## src/rtl/product_accumulator_pkg.sv

```systemverilog
// rtl/product_accumulator_pkg.sv - shared state encoding and default widths for product_accumulator
package product_accumulator_pkg;

    typedef enum logic [1:0] {
        IDLE  = 2'd0,
        ACCUM = 2'd1,
        HOLD  = 2'd2
    } state_t;

    localparam int PROD_W_DEF = 32;
    localparam int ACC_W_DEF  = 40;
    localparam int LEN_W_DEF  = 8;

endpackage

```

## src/rtl/acc_adder.sv

```systemverilog
// rtl/acc_adder.sv - unsigned accumulate adder with carry-out; SATURATE_EN clamps to all-ones on carry
module acc_adder #(
    parameter int PROD_W = 32,
    parameter int ACC_W  = 40
) (
    input  logic [ACC_W-1:0]  acc,
    input  logic [PROD_W-1:0] prod,
    output logic [ACC_W-1:0]  result,
    output logic              carry
);

    logic [ACC_W:0] full;

    always_comb begin
        full  = {1'b0, acc} + (ACC_W+1)'(prod);
        carry = full[ACC_W];
`ifdef SATURATE_EN
        // once clamped, any further non-zero add carries again and stays at max
        result = carry ? {ACC_W{1'b1}} : full[ACC_W-1:0];
`else
        result = full[ACC_W-1:0];
`endif
    end

endmodule

```

## src/rtl/product_accumulator.sv

```systemverilog
// rtl/product_accumulator.sv - sums len multiplier products and presents the total on a valid/ready port (SATURATE_EN selects clamping)
module product_accumulator
    import product_accumulator_pkg::*;
#(
    parameter int PROD_W = PROD_W_DEF,
    parameter int ACC_W  = ACC_W_DEF,
    parameter int LEN_W  = LEN_W_DEF
) (
    input  logic              clk,
    input  logic              rst_n,
    input  logic              start,
    input  logic [LEN_W-1:0]  len,
    input  logic [PROD_W-1:0] prod,
    input  logic              prod_valid,
    output logic              prod_ready,
    output logic [ACC_W-1:0]  sum,
    output logic              sum_valid,
    input  logic              sum_ready,
    output logic              busy,
    output logic              ovf
);

    state_t             state, next_state;
    logic [ACC_W-1:0]   acc;
    logic [ACC_W-1:0]   add_result;
    logic               add_carry;
    logic [LEN_W-1:0]   cnt;
    logic [LEN_W-1:0]   len_q;
    logic               ovf_q;
    logic               xfer;
    logic               last;

    acc_adder #(
        .PROD_W (PROD_W),
        .ACC_W  (ACC_W)
    ) u_adder (
        .acc    (acc),
        .prod   (prod),
        .result (add_result),
        .carry  (add_carry)
    );

    assign xfer = prod_valid && (state == ACCUM);
    assign last = (cnt == len_q - LEN_W'(1));

    always_comb begin
        next_state = state;
        case (state)
            IDLE:    if (start) next_state = (len != '0) ? ACCUM : HOLD;
            ACCUM:   if (xfer && last) next_state = HOLD;
            HOLD:    if (sum_ready) next_state = IDLE;
            default: next_state = IDLE;
        endcase
    end

    always_ff @(posedge clk or negedge rst_n) begin
        if (!rst_n) begin
            state <= IDLE;
            acc   <= '0;
            cnt   <= '0;
            len_q <= '0;
            ovf_q <= 1'b0;
        end else begin
            state <= next_state;
            case (state)
                IDLE: begin
                    if (start) begin
                        len_q <= len;
                        acc   <= '0;
                        cnt   <= '0;
                        ovf_q <= 1'b0;
                    end
                end
                ACCUM: begin
                    if (xfer) begin
                        acc <= add_result;
                        cnt <= cnt + LEN_W'(1);
                        if (add_carry) ovf_q <= 1'b1;
                    end
                end
                default: ;
            endcase
        end
    end

    // acc is frozen outside ACCUM, so it doubles as the held result
    assign sum        = acc;
    assign sum_valid  = (state == HOLD);
    assign prod_ready = (state == ACCUM);
    assign busy       = (state != IDLE);
    assign ovf        = ovf_q;

endmodule

```

## config.mk

```make
export PLATFORM = sky130hd
export DESIGN_NAME = product_accumulator
export DESIGN_NICKNAME = d
export VERILOG_FILES = /design/src/rtl/product_accumulator_pkg.sv /design/src/rtl/acc_adder.sv /design/src/rtl/product_accumulator.sv
export SDC_FILE = /design/constraint.sdc
export NUM_CORES = 1
export LEC_CHECK = 0
export BUFFER_PORTS_ARGS = -buffer_cell sky130_fd_sc_hd__buf_2
export CAP_MARGIN = 10
export CORE_MARGIN = 2
export CORE_UTILIZATION = 60
export CTS_CLUSTER_SIZE = 8
export DETAILED_ROUTE_END_ITERATION = 7
export GPL_ROUTABILITY_DRIVEN = 0
export GPL_TIMING_DRIVEN = 0
export PLACE_DENSITY = 0.86
export SLEW_MARGIN = 5
export SYNTH_ARGS = -nofsm -noshare
export SYNTH_HDL_FRONTEND = slang
export SYNTH_SLANG_ARGS = --single-unit
```

## constraint.sdc

```tcl
create_clock -name clk -period 8.2 [get_ports clk]
set_clock_uncertainty 0.2 [all_clocks]
set_input_delay 1.23 -clock clk [delete_from_list [all_inputs] [get_ports clk]]
set_output_delay 1.23 -clock clk [all_outputs]
set_load 0.05 [all_outputs]
```

==> metrics.txt, run 1 <==
Resized cells post-CTS=0; initial antenna violation count=0; CTS buffer count=9; Seq/Total Area, Yosys=32.9%; remaining global-route overflow=0; vias in the first global route=4460; number of synthesized flops with an enable pin=0; Tightest Pin Transition=0.522 ns; status=complete, no violations; 1st-iter DRT viols=249; worst skew pair latency=approximately 0.35 ns; crit path cell chain=buf_2, ha_1, fa_1, a21o_1, a31o_2, nand4_1, a21o_1, nand2_1, a311oi_1, xor2_1, o21ai_1; total leakage power=roughly 2.6 nW; Most common cell on crit path=a21o_1; Hold Slack=0.309 ns; xor-xnor portion of the synthesized cell area=8.77%; clock sink count=59; RSZ-0062 raised after global routing=false; setup TNS=0 ns; Worst Path Max Fanout=3; YS warnings=0; RR Startpoint=sum[0]$_DFFE_PN0P_; post-layout minimum cycle time=3.64 ns; TritonRoute pass-1 iters=5; Slew Limit Fails=0; hpwl dp=8760 um; synth unique cells=68; first-pass GRT wire length=19600 um; proportion of synthesized area in mux cells=0.668%; Initial Util=62.0%; I/O Pins=89; clock-pin slew on the worst setup and hold paths=roughly 0.070 ns; post-synthesis compound-gate area fraction=24.9%; synthesis-stage register bit count=59; Synth Area in Adders=roughly a tenth; combinational family with the most area after synthesis=compound AO/OA/AOI/OAI gates; PortBufs=88; Worst R2R End=sum[26]$_DFFE_PN0P_; hold depth=2; kind of cell adding the most delay to the critical path=compound AO/OA/AOI/OAI gates; height of the die=~91 um; Chip Width=90.5 um; Die ar.=8200 um2; Tcrit/Tclk final=44.4%; P&R area growth vs syn=17.3%; ANT cells=0; hold_sp=ovf$_DFFE_PN0P_; routed via count=4424; asr flop ratio synth=100%; Critical Path AT=3.66 ns; kind of critical path=input pin to flop; GRT Resource Usage Total=between 20 and 30%; ys flop type=dfrtp_1; post-CTS setup buffer count=0; Fin. Hold Viols=0; Syn Area/Cell=8.45 um2; Synth Net Count=around 600; Hold Path End=ovf$_DFFE_PN0P_; CTS Hold Bufs=0; R2R Setup Slk=5.14 ns; Worst EP required=8.22 ns; simple-gate share of the synthesized area=19.5%; Worst slew margin=between 60% and 70%; WL final=approximately 12000 um; Avg WL per Cell=15.8 um; CP startpoint kind=input pin; core footprint=7250 um2; maxcap violations=0; synthesized area=~4500 um2; Mapped Cells=532; largest net degree at the start of global routing=39; # H-tree levels=3; CTS tree=done; Hold Path Class=flop to flop; Critical Path End Type=flop; setup violators final=0; VDD IR max=0.212 mV; Fmax=274 MHz; average vias per placed instance=~6; Final ANT Viol Nets=0; CP peak stage delay=~0.44 ns; FF-to-FF path depth=10; maximum buffer depth of the clock tree=2; residual DRC count=0; row count=31; layout cells sized above 1=21.2%; Root Driver=clkbuf_8; Crit path buffers/inverters=1; final-stage net count=712; Pwr Total=2.04 mW; PwrDens=386 nW/um2; CP max stage cell=fa_1
-- synthesized netlist by cell type, types with 5 or more instances --
library cell / n / area [um2]
o21ai_1: 8 / 40.0
a21o_1: 12 / 90.1
a31oi_1: 7 / 43.8
clkbuf_1: 14 / 52.6
nor2_1: 26 / 97.6
o21ai_0: 50 / 250
ha_1: 34 / 425
dfrtp_1: 59 / 1480
and3_1: 8 / 50.1
nand2_1: 97 / 364
nor2b_1: 5 / 31.3
nand4_1: 11 / 68.8
a21oi_1: 42 / 210
nor4_1: 6 / 37.5
xnor2_1: 26 / 228
xor2_1: 19 / 166
o21bai_1: 5 / 37.5
inv_1: 11 / 41.3
nand3_1: 13 / 65.1
-- final cells by class --
| class | instances | area [um2] |
|---|---|---|
| Multi-Input combinational cell | 441 | 2860 |
| Fill cell | 562 | 1980 |
| Sequential cell | 59 | 1480 |
| Timing Repair Buffer | 89 | 460 |
| Clock buffer | 11 | 141 |
| Tap cell | 99 | 124 |
| Buffer | 21 | 113 |
| Clock inverter | 5 | 52.6 |
| Inverter | 11 | 41.3 |
-- worst max-delay path by stage --
| stage | start | to | slack, ns | depth (start not counted) |
|---|---|---|---|---|
| floorplan | prod[0] | sum[32]$_DFFE_PN0P_ | 4.67 | 10 |
| global placement | prod[0] | sum[26]$_DFFE_PN0P_ | 4.35 | 11 |
| detailed placement | prod[0] | sum[26]$_DFFE_PN0P_ | 4.24 | 11 |
| CTS | prod[0] | sum[26]$_DFFE_PN0P_ | 4.57 | 11 |
| global route | prod[0] | sum[26]$_DFFE_PN0P_ | 4.43 | 11 |
| finish | prod[0] | sum[26]$_DFFE_PN0P_ | 4.56 | 11 |
-- power breakdown --
part / total [mW] / internal (mW) / switching [mW]
Sequential: 0.475 / 0.386 / 0.0890
Combinational: 1.30 / 0.432 / 0.864
Clock: 0.268 / 0.147 / 0.121
Total: 2.04 / 0.964 / 1.07
-- kinds of logic (layout without fill, tap and decap cells) --
kind of cell	count (synthesis)	after routing
and+or+nand+nor	190	190
xor gates and xnor gates	45	45
buffers and inverters	32	137
DFF	59	59
muxes	3	3
adders and majority gates	35	35
AOI/OAI and AO/OA	168	168
-- metal layers --
layer	share of wire [%]	track usage, %	vias to the layer above	wire length (um)
met2	49	49.4	172	5660
met3	5.6	4.42	30	649
met1	43	36.4	2101	5030
met5	0	0	-	0
met4	2.5	12.2	0	291
li1	-	-	2121	-
-- cells in the final DEF, fill, tap and decap left out, drive strengths merged, types with 3 or more instances in the layout --
master,instances
xnor2,26
and2,3
a211oi,3
and3,9
a21oi,45
xor2,19
clkinv,3
nor2,27
nor3,4
clkbuf,26
inv,11
o31ai,4
a31oi,9
nand2b,4
dfrtp,59
o21ai,58
nor4,7
a211o,3
nand2,99
o21bai,5
a22o,3
o21a,3
nor2b,5
nand4,11
a21o,12
buf,94
ha,34
nand3,13
or3,3
mux2i,3
o211ai,5
-- metrics by stage --
step	worst slack, ns	std cells	util [%]	area (um2)
after CTS	4.57	736	72.7	5270
after global routing	4.43	736	72.7	5270
final	4.56	736	72.7	5270
after detailed placement	4.24	720	70.0	5080
after global placement	4.35	719	69.7	5060
after floorplan	4.67	532	-	4490
-- state kept, by name, indices dropped and copies added, names as in the netlist --
signal and flops:
sum 40, ovf 1, cnt 8, len_q 8, state 2
-- worst reg2reg max path, delay by kind of cell (launching register included) --
family | cells | cell delay, ns
compound gates | 5 | 1.16
fa+ha+maj | 2 | 0.68
flops | 1 | 0.40
simple gates | 2 | 0.29
xor+xnor | 1 | 0.22
Power figures use the tool's default switching activity.
==> inputs of run 2 (changes only) <==
--- a/config.mk
+++ b/config.mk
@@ -5,15 +5,16 @@
 export SDC_FILE = /design/constraint.sdc
 export NUM_CORES = 1
 export LEC_CHECK = 0
+export ABC_AREA = 1
 export BUFFER_PORTS_ARGS = -buffer_cell sky130_fd_sc_hd__buf_2
 export CAP_MARGIN = 10
 export CORE_MARGIN = 2
-export CORE_UTILIZATION = 60
+export CORE_UTILIZATION = 52
 export CTS_CLUSTER_SIZE = 8
 export DETAILED_ROUTE_END_ITERATION = 7
 export GPL_ROUTABILITY_DRIVEN = 0
 export GPL_TIMING_DRIVEN = 0
-export PLACE_DENSITY = 0.86
+export PLACE_DENSITY = 0.78
 export SLEW_MARGIN = 5
 export SYNTH_ARGS = -nofsm -noshare
 export SYNTH_HDL_FRONTEND = slang
==> constraint.sdc (replaced) <==
create_clock -name clk -period 3 [get_ports clk]
set_clock_uncertainty 0.2 [all_clocks]
set_input_delay 0.45 -clock clk [delete_from_list [all_inputs] [get_ports clk]]
set_output_delay 0.45 -clock clk [all_outputs]
set_load 0.05 [all_outputs]
==> run 2 against run 1 <==
The flow now finishes with violations (hold timing). Total power rose to 2.8 times the previous value. Setup slack got worse by 4.2 ns. Critical path depth rose by 1.
==> metrics.txt, run 2 <==
RR Startpoint=sum[0]$_DFFE_PN0P_; first-pass GRT wire length=about 24000 um; Hold Slack=-0.0282 ns; average vias per placed instance=5.10; synth unique cells=37; area leader, netlist=dfrtp_1; core footprint=9820 um2; clock sink count=59; top cell type's share of synthesized area=28.0%; PwrDens=948 nW/um2; net load switching power=3.25 mW; Die ar.=about 11000 um2; Critical Path AT=2.68 ns; hpwl dp=11100 um; maxcap violations=0; WL final=14100 um; Fin. Hold Viols=22; Post-Route M1 WL=6620 um; Worst Path Max Fanout=5; Tcrit/Tclk final=88.5%; VDD IR max=between 0.4 and 0.5 mV; synthesized area=between 5000 and 6000 um2; Comb pwr share=65.5%; TritonRoute pass-1 iters=5; Initial Util=around 54%; asr flop ratio synth=100%; Resized cells post-CTS=0; largest net degree at the start of global routing=60; I/O Pins=just under 90; most frequent cells after synthesis=nand2_1 (325), inv_1 (135), nor2_1 (82); remaining global-route overflow=0; most frequent cells in the layout=nand2_1 (325), inv_1 (135), buf_2 (92); Synth area leaders=dfrtp_1 (28%), nand2_1 (23%), inv_1 (9.6%), ha_1 (8.1%), nor2_1 (5.8%); most common cell after layout, fill and taps aside=nand2_1; R2R Setup Slk=approximately 0.34 ns; total leakage power=3.53 nW; initial antenna violation count=0; worst skew pair latency=0.34 ns; Syn Area/Cell=6.09 um2; failing checks=hold timing; row count=36; clock-pin slew on the worst setup and hold paths=0.08 ns; RSZ-0062 raised after global routing=false; Worst EP required=3.02 ns; vias in the first global route=5177; ys flop type=dfrtp_1; number of synthesized flops with an enable pin=0; Max Used Layer=met4; Mapped Cells=around 860; Layout fillers=1037; Worst slew margin=between 40% and 50%; Worst R2R End=sum[32]$_DFFE_PN0P_; WL met3=1130 um; setup TNS=0 ns; switching part of the total=56.8%; Avg WL per Cell=between 10 and 15 um; maximum buffer depth of the clock tree=2; Inst Count DP=1085; YS warnings=0; residual DRC count=0; Tightest Pin Transition=0.780 ns; Chip Width=105 um; status=finished, violations left; CTS buffer count=9; Pwr Total=5.72 mW; setup violators final=0; FF-to-FF path depth=12; Synth Net Count=944; Hold Path Class=input pin to asynchronous set/reset pin; Internal=approximately 2.5 mW; fin cells=1101; CTS tree=done; top-count cell post-synth=nand2_1; Root Driver=clkbuf_8; synthesis-stage register bit count=59; CTS Hold Bufs=0; CP startpoint kind=flop; Final Core Density=61.5%; post-layout minimum cycle time=2.66 ns; Final ANT Viol Nets=0; Fmax=376 MHz; clock power share=11.4%; max reg flops=40; Seq/Total Area, Yosys=28.0%; kind of critical path=flop to flop; routed via count=~5.6k; layout cells sized above 1=13.5%; Slew Limit Fails=0; ANT cells=0; post-CTS setup buffer count=0; # H-tree levels=3; 1st-iter DRT viols=396; P&R area growth vs syn=14.6%; Sequential Power Share=23.1%; met2 wire len=approximately 6000 um; Critical Path End Type=flop; height of the die=105 um; PortBufs=88; GRT Resource Usage Total=a little over a quarter; final-stage net count=1043
[run 2: routing by layer]
layer / track usage, % / up-vias
met4: 9.90 / 0
li1: - / 2907
met3: 4.93 / 25
met1: 36.9 / 2497
met5: 0 / -
met2: 40.9 / 181
[run 2: per-stage QoR]
step	area (um2)	worst slack (ns)	hold slack (ns)
2_1_floorplan	5260	0.567	-0.0456
3_3_place_gp	5870	0.322	0.288
3_5_place_dp	5870	0.297	0.295
4_1_cts	6030	0.410	0.00989
5_1_grt	6030	0.261	0.0371
6_report	6030	0.344	-0.0282
[run 2: power by group through the flow]
stage	combinational [mW]	clock, mW	sequential, mW
5_1_grt	4.17	0.695	1.36
4_1_cts	3.72	0.662	1.32
2_1_floorplan	2.23	0	1.91
6_report	3.75	0.653	1.32
3_3_place_gp	3.65	0	1.32
3_5_place_dp	3.70	0	1.33
[run 2: worst max path at each step]
| stage | slack (ns) | from | to | depth (start not counted) |
|---|---|---|---|---|
| after floorplan | 0.57 | sum[0]$_DFFE_PN0P_ | sum[32]$_DFFE_PN0P_ | 12 |
| after global placement | 0.32 | prod[0] | sum[32]$_DFFE_PN0P_ | 13 |
| after detailed placement | 0.30 | prod[0] | sum[32]$_DFFE_PN0P_ | 13 |
| after CTS | 0.41 | sum[0]$_DFFE_PN0P_ | sum[32]$_DFFE_PN0P_ | 12 |
| after global routing | 0.26 | sum[0]$_DFFE_PN0P_ | sum[32]$_DFFE_PN0P_ | 13 |
| final | 0.34 | sum[0]$_DFFE_PN0P_ | sum[32]$_DFFE_PN0P_ | 12 |
[run 2: cells by family after synthesis]
logic type	after synthesis	share of synthesized area, %
buffers and inverters	153	11.1
AO/OA/AOI/OAI	104	10.7
AND/OR/NAND/NOR	499	39.3
flip-flops	59	28.0
adder cells (fa/ha/maj)	35	8.46
XOR/XNOR	14	2.33
[run 2: final cells by class]
cell class | count | area [um2] | area share [%]
Buffer | 10 | 47.5 | 0.788
Clock buffer | 11 | 131 | 2.18
Clock inverter | 5 | 30.0 | 0.498
Inverter | 143 | 538 | 8.92
Multi-Input combinational cell | 652 | 3200 | 53.1
Sequential cell | 59 | 1480 | 24.5
Tap cell | 133 | 166 | 2.76
Timing Repair Buffer | 88 | 443 | 7.34
[run 2: critical path, cell delays in order, from the launching register on]
cell	delay (ns)
dfrtp_1	0.40
ha_1	0.24
fa_1	0.44
nand3_1	0.10
nand3_1	0.19
nand2_1	0.11
nand3_1	0.18
nand2_1	0.11
nand2_1	0.11
nand2_1	0.08
nand2_1	0.10
a21oi_1	0.18
nor2_1	0.08
==> inputs of run 3 (changes only) <==
--- a/config.mk
+++ b/config.mk
@@ -15,6 +15,7 @@
 export GPL_ROUTABILITY_DRIVEN = 0
 export GPL_TIMING_DRIVEN = 0
 export PLACE_DENSITY = 0.78
+export RECOVER_POWER = 50
 export SLEW_MARGIN = 5
 export SYNTH_ARGS = -nofsm -noshare
 export SYNTH_HDL_FRONTEND = slang
==> run 3 against run 2 <==
Highest routed layer unchanged. Maximum frequency grew 0.27%. The run ends with capacitance limit, slew limit left. Critical path depth unchanged. Largest cell class unchanged. Setup slack improved by 0.0071 ns. Sequential power about the same. Wire length about the same.
==> metrics.txt, run 3 (synthesized netlist as in run 2, its figures left out) <==
final-stage net count=around 1.0k; Root Driver=clkbuf_8; residual DRC count=0; Fin. Hold Viols=0; Tcrit/Tclk final=88.3%; CTS tree=done; PortBufs=88; worst skew pair latency=0.34 ns; vias in the first global route=around 5.2k; crit path cell chain=ha_1, fa_1, nand3_1, nand3_1, nand2_1, nand3_1, nand2_1, nand2_1, nand2_1, nand2_1, a21oi_1, nor2_1; routed via count=5617; VDD IR max=0.476 mV; Worst EP required=roughly 3.0 ns; Most common cell on crit path=nand2_1; P&R area growth vs syn=14.1%; Die ar.=10900 um2; Crit path buffers/inverters=0; maximum buffer depth of the clock tree=2; layout cells sized above 1=11.9%; Initial Util=53.6%; Layout fillers=1038; Slew Limit Fails=60; clock-pin slew on the worst setup and hold paths=roughly 0.070 ns; maxcap violations=1; core footprint=9820 um2; Worst slew margin=-1.81%; Critical Path AT=2.67 ns; remaining global-route overflow=0; failing checks=capacitance limit, slew limit; 1st-iter DRT viols=354; CTS Hold Bufs=0; ANT cells=0; PwrDens=947 nW/um2; hpwl dp=11100 um; kind of critical path=flop to flop; most frequent cells in the layout=nand2_1 (327), inv_1 (135), nor2_1 (82); status=finished, violations left; design area=6000 um2; fin cells=about 1.1k; average vias per placed instance=between 5 and 6; max reg flops=40; Pwr Total=between 5 and 6 mW; most common cell after layout, fill and taps aside=nand2_1; initial antenna violation count=0; Critical Path End Type=flop; setup violators final=0; setup TNS=0 ns; Worst Path Max Fanout=5; Tightest Pin Transition=1.53 ns; TritonRoute pass-1 iters=5; height of the die=105 um; Fmax=about 380 MHz; I/O Pins=between 80 and 90; # H-tree levels=3; largest net degree at the start of global routing=60; post-layout minimum cycle time=around 2.6 ns; Hold Path Class=input pin to flop; kind of cell adding the most delay to the critical path=simple AND/OR/NAND/NOR gates; Chip Width=105 um; CTS buffer count=9; Avg WL per Cell=12.8 um; first-pass GRT wire length=23500 um; Placed Area=5870 um2; CP max stage cell=fa_1; total leakage power=3.47 nW; clock sink count=slightly below 60; RSZ-0062 raised after global routing=false; Resized cells post-CTS=0; CP startpoint kind=flop; Final ANT Viol Nets=0; CP peak stage delay=0.44 ns; WL final=about 14000 um; GRT Resource Usage Total=approximately a quarter; row count=36; post-CTS setup buffer count=0; Final Core Density=61.1%; Inst Count DP=1085
-- run 3: cell type report --
cell class	count	area (um2)	share of cell area (%)
Multi-Input combinational cell	652	3190	53.2
Sequential cell	59	1480	24.6
Inverter	143	538	8.96
Timing Repair Buffer	88	423	7.04
Tap cell	133	166	2.77
Clock buffer	11	131	2.19
Buffer	10	47.5	0.792
Clock inverter	5	30.0	0.500
-- run 3: final timing paths --
check | start | endpoint | slack [ns] | cells after the start
hold reg to reg | sum[30]$_DFFE_PN0P_ | sum[30]$_DFFE_PN0P_ | 0.31 | 2
setup / recovery | sum[0]$_DFFE_PN0P_ | sum[32]$_DFFE_PN0P_ | 0.35 | 12
max in group asynchronous | rst_n | len_q[0]$_DFFE_PN0P_ | 1.40 | 1
hold / removal | len[2] | len_q[2]$_DFFE_PN0P_ | 0.13 | 3
min in group asynchronous | rst_n | sum[13]$_DFFE_PN0P_ | 0.27 | 1
setup reg to reg | sum[0]$_DFFE_PN0P_ | sum[32]$_DFFE_PN0P_ | 0.35 | 12
-- run 3: metal layers --
layer | global-route usage [%] | routed length, um
met3 | 4.93 | 1070
met4 | 9.90 | 320
met2 | 40.9 | 6070
met1 | 36.9 | 6660
met5 | 0 | 0
-- run 3: metrics by stage --
stage	setup WS [ns]	hold slack, ns
3_5_place_dp	0.297	0.295
3_3_place_gp	0.322	0.288
4_1_cts	0.410	0.00989
2_1_floorplan	0.567	-0.0456
5_1_grt	0.258	0.119
6_report	0.351	0.129
-- run 3: tightest hold or removal path: stages --
cell and delay, ns:
buf_2 0.09, nand2_1 0.04, o21ai_0 0.05
-- run 3: power breakdown --
part	leakage [nW]	switching (mW)	internal, mW
Combinational	2.63	2.63	1.08
Clock	0.0791	0.356	0.296
Sequential	0.769	0.254	1.07
Total	3.47	3.24	2.44
